### config.mk
export PLATFORM = sky130hd
export DESIGN_NAME = banco_registradores
export DESIGN_NICKNAME = d
export VERILOG_FILES = /design/src/rtl/banco_registradores_pkg.sv /design/src/rtl/banco_registradores_porta_leitura_bypass.sv /design/src/rtl/banco_registradores.sv
export SDC_FILE = /design/constraint.sdc
export NUM_CORES = 1
export LEC_CHECK = 0
export CAP_MARGIN = 10
export CORE_ASPECT_RATIO = 0.6
export CORE_MARGIN = 8
export CORE_UTILIZATION = 45
export CTS_BUF_LIST = sky130_fd_sc_hd__clkbuf_4
export DETAILED_ROUTE_END_ITERATION = 12
export PLACE_DENSITY = 0.64
export SLEW_MARGIN = 20
export SYNTH_ARGS = -nofsm -noshare
export SYNTH_HDL_FRONTEND = slang
export SYNTH_HIERARCHICAL = 1
export SYNTH_SLANG_ARGS = --single-unit
### constraint.sdc
create_clock -name clock -period 12.21 [get_ports clock]
set_clock_uncertainty 0.2 [all_clocks]
set_input_delay 1.8315 -clock clock [delete_from_list [all_inputs] [get_ports clock]]
set_output_delay 1.8315 -clock clock [all_outputs]
set_load 0.005 [all_outputs]
### src/rtl/banco_registradores_pkg.sv
// -----------------------------------------------------------------------------
// pacote_mips
// Shared definitions for the MIPS register file and its neighbours:
//   DATA_W   - register / data port width
//   ADDR_W   - register address width (matches the write-select mux output)
//   NREG     - number of registers, always 2**ADDR_W
//   estado_t - register-file sequencer states
//   REG_ZERO - address of the hard-wired zero register
// -----------------------------------------------------------------------------
package pacote_mips;

    localparam int DATA_W = 32;
    localparam int ADDR_W = 5;
    localparam int NREG   = 2 ** ADDR_W;

    typedef enum logic {
        LIMPANDO = 1'b0,
        OPERANDO = 1'b1
    } estado_t;

    localparam logic [ADDR_W-1:0] REG_ZERO = 5'd0;

endpackage

### src/rtl/banco_registradores_porta_leitura_bypass.sv
// -----------------------------------------------------------------------------
// porta_leitura_bypass
// One combinational read port of the register file. Selects, in priority:
// zero (while clearing or for register 0), the in-flight write data
// (write-first bypass), or the stored array word.
// Ports:
//   operando     in  1       register file has finished its clear sequence
//   endereco     in  ADDR_W  read address
//   escreve_reg  in  1       write enable of the current cycle
//   reg_escrita  in  ADDR_W  write address of the current cycle
//   dado_escrita in  DATA_W  write data of the current cycle
//   dado_mem     in  DATA_W  array word at endereco
//   dado         out DATA_W  read data
// -----------------------------------------------------------------------------
module porta_leitura_bypass
    import pacote_mips::*;
(
    input  logic              operando,
    input  logic [ADDR_W-1:0] endereco,
    input  logic              escreve_reg,
    input  logic [ADDR_W-1:0] reg_escrita,
    input  logic [DATA_W-1:0] dado_escrita,
    input  logic [DATA_W-1:0] dado_mem,
    output logic [DATA_W-1:0] dado
);

    always_comb begin
        dado = '0;
        if (!operando || endereco == REG_ZERO) begin
            dado = '0;
        end else if (escreve_reg && reg_escrita == endereco) begin
            // Same-cycle write is visible to the reader (write-first).
            dado = dado_escrita;
        end else begin
            dado = dado_mem;
        end
    end

endmodule

### src/rtl/banco_registradores.sv
// -----------------------------------------------------------------------------
// banco_registradores
// 32 x 32-bit MIPS register file: two combinational read ports, one
// synchronous write port. After reset a sequencer zeroes every entry, one per
// clock, before writes are accepted, so the array itself carries no reset.
// Ports:
//   clock         in  1       rising-edge clock
//   reset         in  1       synchronous, active-high reset
//   reg_leitura1  in  ADDR_W  read address, port 1 (rs)
//   reg_leitura2  in  ADDR_W  read address, port 2 (rt)
//   reg_escrita   in  ADDR_W  write address (from write-select mux)
//   dado_escrita  in  DATA_W  write data
//   escreve_reg   in  1       write enable
//   dado1         out DATA_W  read data, port 1
//   dado2         out DATA_W  read data, port 2
//   pronto        out 1       clear sequence completed
// -----------------------------------------------------------------------------
module banco_registradores
    import pacote_mips::*;
(
    input  logic              clock,
    input  logic              reset,
    input  logic [ADDR_W-1:0] reg_leitura1,
    input  logic [ADDR_W-1:0] reg_leitura2,
    input  logic [ADDR_W-1:0] reg_escrita,
    input  logic [DATA_W-1:0] dado_escrita,
    input  logic              escreve_reg,
    output logic [DATA_W-1:0] dado1,
    output logic [DATA_W-1:0] dado2,
    output logic              pronto
);

    estado_t           estado, estado_prox;
    logic [ADDR_W-1:0] contador, contador_prox;
    logic              limpa;
    logic              grava;

    logic [DATA_W-1:0] mem [NREG];

    // Sequencer state register (control only).
    always_ff @(posedge clock) begin
        estado   <= estado_prox;
        contador <= contador_prox;
    end

    always_comb begin
        estado_prox   = estado;
        contador_prox = contador;
        limpa         = 1'b0;
        grava         = 1'b0;
        if (reset) begin
            estado_prox   = LIMPANDO;
            contador_prox = '0;
        end else begin
            case (estado)
                LIMPANDO: begin
                    // Writes requested now are dropped, not deferred.
                    limpa         = 1'b1;
                    contador_prox = contador + ADDR_W'(1);
                    if (contador == ADDR_W'(NREG - 1)) begin
                        estado_prox = OPERANDO;
                    end
                end
                OPERANDO: begin
                    grava = escreve_reg && (reg_escrita != REG_ZERO);
                end
                default: begin
                    estado_prox = LIMPANDO;
                end
            endcase
        end
    end

    // pronto goes high on the same edge the sequencer enters OPERANDO and
    // low on the reset edge, so it is exactly the state bit.
    assign pronto = (estado == OPERANDO);

    // Array: one write per edge, either the clear sweep or a user write.
    always_ff @(posedge clock) begin
        if (limpa) begin
            mem[contador] <= '0;
        end else if (grava) begin
            mem[reg_escrita] <= dado_escrita;
        end
    end

    porta_leitura_bypass u_porta1 (
        .operando     (pronto),
        .endereco     (reg_leitura1),
        .escreve_reg  (escreve_reg),
        .reg_escrita  (reg_escrita),
        .dado_escrita (dado_escrita),
        .dado_mem     (mem[reg_leitura1]),
        .dado         (dado1)
    );

    porta_leitura_bypass u_porta2 (
        .operando     (pronto),
        .endereco     (reg_leitura2),
        .escreve_reg  (escreve_reg),
        .reg_escrita  (reg_escrita),
        .dado_escrita (dado_escrita),
        .dado_mem     (mem[reg_leitura2]),
        .dado         (dado2)
    );

endmodule

==> results of run 1 <==
## flip-flops by register name, summed over array words and instances (netlist names)
register / cells
mem: 1024
contador: 5
pronto: 1
## worst register-to-register path, cell delays in order, from the launching register on
cell	delay [ns]
dfxtp_1	0.72
and3b_1	0.53
o31a_4	0.82
mux2i_1	0.53
nand2_1	0.23
nor2_4	0.89
buf_4	0.55
## cell usage in the layout (no fill, tap or decap), types with 68 or more instances in the layout
cell	synthesis	final
nor3_1	71	70
mux2i_1	1027	1027
edfxtp_1	1024	1024
buf_4	14	68
a22oi_1	192	192
a21oi_1	198	197
clkbuf_4	0	338
nand2_1	269	267
clkdlybuf4s50_1	0	112
nand3_1	195	195
a22o_1	128	128
## routing by layer
| layer | up-vias | global-route usage | wire (microns) |
|---|---|---|---|
| met4 | 6 | 0.1071 | 6463 |
| met2 | 2244 | 0.3900 | 72840 |
| met5 | - | 0 | 40 |
| met3 | 384 | 0.07677 | 20660 |
| met1 | 17780 | 0.3760 | 71970 |
| li1 | 15160 | - | - |
## cell families after synthesis
logic type	after synthesis	share of synthesized area
multiplexers	1029	0.2036
XOR/XNOR	12	0.002074
AO/OA/AOI/OAI	668	0.08843
buffers and inverters	302	0.02874
AND/OR/NAND/NOR	713	0.06757
flip-flops	1030	0.6091
adder cells (fa/ha/maj)	2	0.0004937
## area by class of cell
cell class                 count  area [sq um]  area share
antenna                       11         27.53   0.0004884
clock buffer                 338          2537     0.04503
clock inverter                80         510.5    0.009058
inverter                       3         11.26   0.0001998
multi-input combinational   2424         18700      0.3318
sequential                  1030         30870      0.5478
tap                         1503          1881     0.03337
timing repair buffer         190          1822     0.03233
## path summary, 6_finish.rpt
path	from	cells past startpoint	slack, ns	end
max reg2reg	pronto	6	7.32	mem[2][7]
min reg2reg	contador[1]	2	0.40	contador[1]
max	reg_leitura1[0]	11	4.04	dado1[24]
min	contador[1]	2	0.40	contador[1]
## per-stage QoR
| step | cell area, sq um | setup WS (ns) | util | std cells |
|---|---|---|---|---|
| 2_1_floorplan | 50680 | 6.539 | - | 3756 |
| 3_3_place_gp | 53270 | 4.269 | 0.4762 | 5150 |
| 3_5_place_dp | 53270 | 4.181 | 0.4762 | 5150 |
| 4_1_cts | 56310 | 4.150 | 0.5035 | 5568 |
| 5_1_grt | 56350 | 4.008 | 0.5038 | 5577 |
| 6_report | 56360 | 4.039 | 0.5038 | 5579 |
## synth_stat cells, types with 3 or more instances
master	n	area, sq um
nor2b_1	6	37.54
buf_6	15	168.9
nor2_1	39	146.4
mux2i_1	1027	10280
a21oi_1	198	991.0
xnor2_1	3	26.28
buf_4	14	105.1
dfxtp_1	6	120.1
a31oi_1	67	419.2
buf_1	31	116.4
inv_1	3	11.26
nand3_1	195	975.9
a22o_1	128	1121
o21ai_1	64	320.3
nand2b_1	6	37.54
clkbuf_1	113	424.2
nor3_1	71	355.3
nand4_1	65	406.6
and2_1	39	244.0
or2_2	3	18.77
a22oi_1	192	1441
edfxtp_1	1024	30750
buf_2	126	630.6
nand2_1	269	1010
xor2_1	9	78.83
o21ai_0	3	15.01
## where the power goes
| part | total, mW | leakage [nW] | internal [mW] | switching (mW) |
|---|---|---|---|---|
| sequential | 3.86 | 8.33 | 3.85 | 0.0119 |
| clock | 2.84 | 1.79 | 1.41 | 1.42 |
| combinational | 0.599 | 9.46 | 0.198 | 0.402 |
==> qor.yml, run 1 <==
status: "complete, no violations"
setup_tns_ns: 0
gp_congestion: 0.8229
drt_pass1_iterations: 6
ys_ff_latch: 1030
vdd_ir_drop_max_mv: 0.07164
htreeDepth: 4
die_h_microns: 276.0
grt_pass1_vias: 34420
clockRootBuffer: "clkbuf_4"
overflow: 0
portBuffers: 114
critical_path.top_delay_family: "buffers and inverters"
max_cap_viol_count: 0
cp_cell_sequence: "clkdlybuf4s50_1 -> nor2b_4 -> buf_4 -> buf_4 -> a22o_1 -> nor3_1 -> a31oi_1 -> nand3_1 -> nand2_1 -> o21ai_1 -> clkdlybuf4s50_1"
fmax_ghz: 0.1224
slew_headroom: 0.2014
worstPathBufferInverterCount: 4
die_w_microns: 449.2
synth_flop_cell: "edfxtp_1"
synth_edf_count: 1024
detail_route.wl_per_cell_microns: 30.83
drc: 0
hold_ws_ns: 0.3976
synth-seq-area-share: 0.6091
synth_cell_types: 55
hpwl_microns: 87850
clock_latency_ns: 1.20
cts_buffer_depth: 3
powerDensity_nw_per_um2: 129.5
cts-hold-fix-buffers: 0
total_leakage_power_nw: 19.59
yosys_warnings: 6
tightest_slew_ns: 1.198
drt_wl_total_microns: 172000
crit_type: "primary input to primary output"
critical-path-max-stage-delay_ns: 0.71
hold_path.class: "flop to flop"
nets: 3929
antenna_found_initial: 6
synthArstFlopShare: 0
fillers: 9543
grt_setup_unrepaired: "false"
fin_crit_sh: 0.6692
cts_made_buffers: 228
grtUsageTotal: 0.2671
cts_sinks: 1030
core_area_sq_um: 111900
cp_slowest_cell: "buf_4"
slew_viol_final: 0
critical_path_arrival_ns: 6.14
synthToLayoutAreaGrowth_pct: 11.20
cp_data_required_time_ns: 10.18
p_total_mw: 7.298
drt_iter0_drc: 4758
row_count: 95
syn_avg_cell_area_sq_um: 13.49
ioPinCount: 115
tritoncts: "yes"
grt_max_degree: 144
drtAntennaViolNets: 0
setup-violations-final: 0
syn_inst: 3756
hold_viol: 0
crit_path_start_kind: "primary input"
syn_area_sq_um: 50680
ctsResizeCount: 0
via_count: 35570
grt_pass1_wl_microns: 244100
start_util: 0.4531
die_area_sq_um: 124000
postCtsSetupRepairBufs: 0
cts.reportedPaths.clkPinSlew_ns: 0.06
syn_nets: 3808
drt-vias-per-instance: 6.376
endpoint_kind: "primary output"
path_max_fanout: 40
drive_gt1_frac: 0.1269
fin_crit_ns: 8.171
Power figures use the tool's default switching activity.
==> inputs of run 2 (changes only) <==
==> constraint.sdc (replaced) <==
create_clock -name clock -period 7.6 [get_ports clock]
set_clock_uncertainty 0.2 [all_clocks]
set_input_delay 1.14 -clock clock [delete_from_list [all_inputs] [get_ports clock]]
set_output_delay 1.14 -clock clock [all_outputs]
set_load 0.005 [all_outputs]
==> run 2 against run 1 <==
Hold slack hardly changed. Setup slack worse by 2.6 ns. Total power increased by 60%. Highest routed layer unchanged.
==> qor.yml, run 2 (synthesized netlist as in run 1, its figures left out) <==
status: "complete, no violations"
grt_setup_unrepaired: "false"
drive_gt1_frac: 0.1326  # +0.005678
p_total_mw: 11.68  # +60%
powerDensity_nw_per_um2: 205.8  # +59%
vdd_ir_drop_max_mv: 0.1266  # +77%
grt_pass1_vias: 34960  # +1.6%
ioPinCount: 115  # unchanged
grt_max_degree: 104  # -28%
worstHoldPathCells: 2  # unchanged
hold_path.class: "flop to flop"
clockRootBuffer: "clkbuf_4"
crit_type: "primary input to primary output"
hold_start: "contador[1]"
antenna_found_initial: 5  # -1
r2r_end: "mem[13][3]"
path_max_fanout: 33  # -18%
slew_headroom: 0.1816  # -0.01980
die_w_microns: 449.2  # unchanged
die_h_microns: 276.0  # unchanged
portBuffers: 114  # unchanged
die_area_sq_um: 124000  # unchanged
grt_pass1_wl_microns: 247600  # +1.4%
placed_cell_area_sq_um: 53730  # +0.86%
final_common_cell: "mux2i_1"
reg2regPathDepth: 5  # -1
largest_reg_flops: 1024  # unchanged
drt_iter0_drc: 4472  # -6.0%
gp_congestion: 0.8685  # +5.5%
fin_crit_ns: 6.172
fillers: 9502  # -0.43%
cp_data_required_time_ns: 6.26  # -3.92 ns
grtUsageTotal: 0.2708  # +0.003683
drtAntennaViolNets: 0  # unchanged
layout_common_cells: "mux2i_1 (1027), edfxtp_1 (1024), clkbuf_4 (342)"
reg2reg_from: "pronto"
crit_path_start_kind: "primary input"
min_to: "contador[1]"
ctsResizeCount: 0  # unchanged
detail_route.wl_per_cell_microns: 31.07  # +0.79%
clock_latency_ns: 1.20  # about the same
tightest_slew_ns: 1.225  # +0.02679 ns
slew_viol_final: 0  # unchanged
fmax_ghz: 0.1620
row_count: 95  # unchanged
drc: 0  # unchanged
htreeDepth: 4  # unchanged
nets: 3959  # +0.76%
drt_wl_total_microns: 173900  # +1.1%
drt-vias-per-instance: 6.406  # +0.46%
max_flop_register: "mem"
hold_viol: 0  # unchanged
core_area_sq_um: 111900  # unchanged
max_cap_viol_count: 0  # unchanged
regArea_sq_um: 30870  # unchanged
hpwl_microns: 96850  # +10%
synthToLayoutAreaGrowth_pct: 11.98
cts.reportedPaths.clkPinSlew_ns: 0.07  # about the same
cts_made_buffers: 231  # +1.3%
regToRegSetupSlack_ns: 3.19  # -4.13 ns
drt_pass1_iterations: 5  # -1
critical_path_arrival_ns: 4.83  # -1.31 ns
via_count: 35850  # +0.77%
fin_crit_sh: 0.8121
multi_input_area_sq_um: 18700  # about the same
tritoncts: "yes"
cts_sinks: 1030  # unchanged
start_util: 0.4531  # unchanged
endpoint_kind: "primary output"
fin_area_sq_um: 56750  # +0.71%
cts-hold-fix-buffers: 0  # unchanged
setup-violations-final: 0  # unchanged
total_leakage_power_nw: 19.77  # +0.96%
cts_buffer_depth: 3  # unchanged
overflow: 0  # unchanged
setup_tns_ns: 0  # unchanged
postCtsSetupRepairBufs: 0  # unchanged
==> run 2: layer usage <==
layer  wire length (microns)  track usage
met2                   73100       0.3977
met4                    6420       0.1002
met5                      34            0
met1                   74470       0.3870
met3                   19830      0.07102
==> run 2: worst max-delay path by stage <==
stage / from / end / slack, ns / cells past startpoint
floorplan: reg_escrita[1] / mem[8][0] / 2.62 / 4
detailed placement: reg_leitura1[2] / dado1[2] / 1.57 / 10
CTS: reg_leitura1[2] / dado1[2] / 1.57 / 10
finish: reg_leitura2[2] / dado2[16] / 1.43 / 11
global placement: reg_leitura2[2] / dado2[26] / 1.61 / 11
global route: reg_leitura1[2] / dado1[23] / 1.36 / 11
==> run 2: per-stage QoR <==
| stage | worst slack (ns) | utilization | hold slack, ns | std cells |
|---|---|---|---|---|
| final | 1.428 | 0.5074 | 0.3973 | 5596 |
| after global routing | 1.362 | 0.5074 | 0.4247 | 5595 |
| after CTS | 1.566 | 0.5070 | 0.3981 | 5589 |
| after detailed placement | 1.571 | 0.4803 | 0.3876 | 5176 |
| after global placement | 1.614 | 0.4801 | 0.3839 | 5175 |
| after floorplan | 2.621 | - | 0.3412 | 3756 |
==> run 2: power breakdown <==
group | total (mW) | switching (mW) | internal (mW)
clock network | 4.49 | 2.30 | 2.19
registers | 6.21 | 0.0191 | 6.19
logic | 0.983 | 0.650 | 0.333
==> run 2: layout make-up <==
class	instances	share of cell area
timing repair buffer	217	0.04043
multi-input combinational	2424	0.3294
clock inverter	71	0.007386
tap	1503	0.03314
inverter	3	0.0001984
sequential	1030	0.5439
clock buffer	342	0.04524
antenna	6	0.0002646
==> run 2: worst max-delay path, stage by stage <==
cell	delay, ns
clkdlybuf4s50_1	0.70
nor2b_4	0.71
buf_12	0.34
buf_4	0.46
a22o_1	0.21
nor3_1	0.05
a31oi_1	0.32
nand3_1	0.12
nand2_1	0.09
o21ai_1	0.10
clkdlybuf4s50_1	0.50
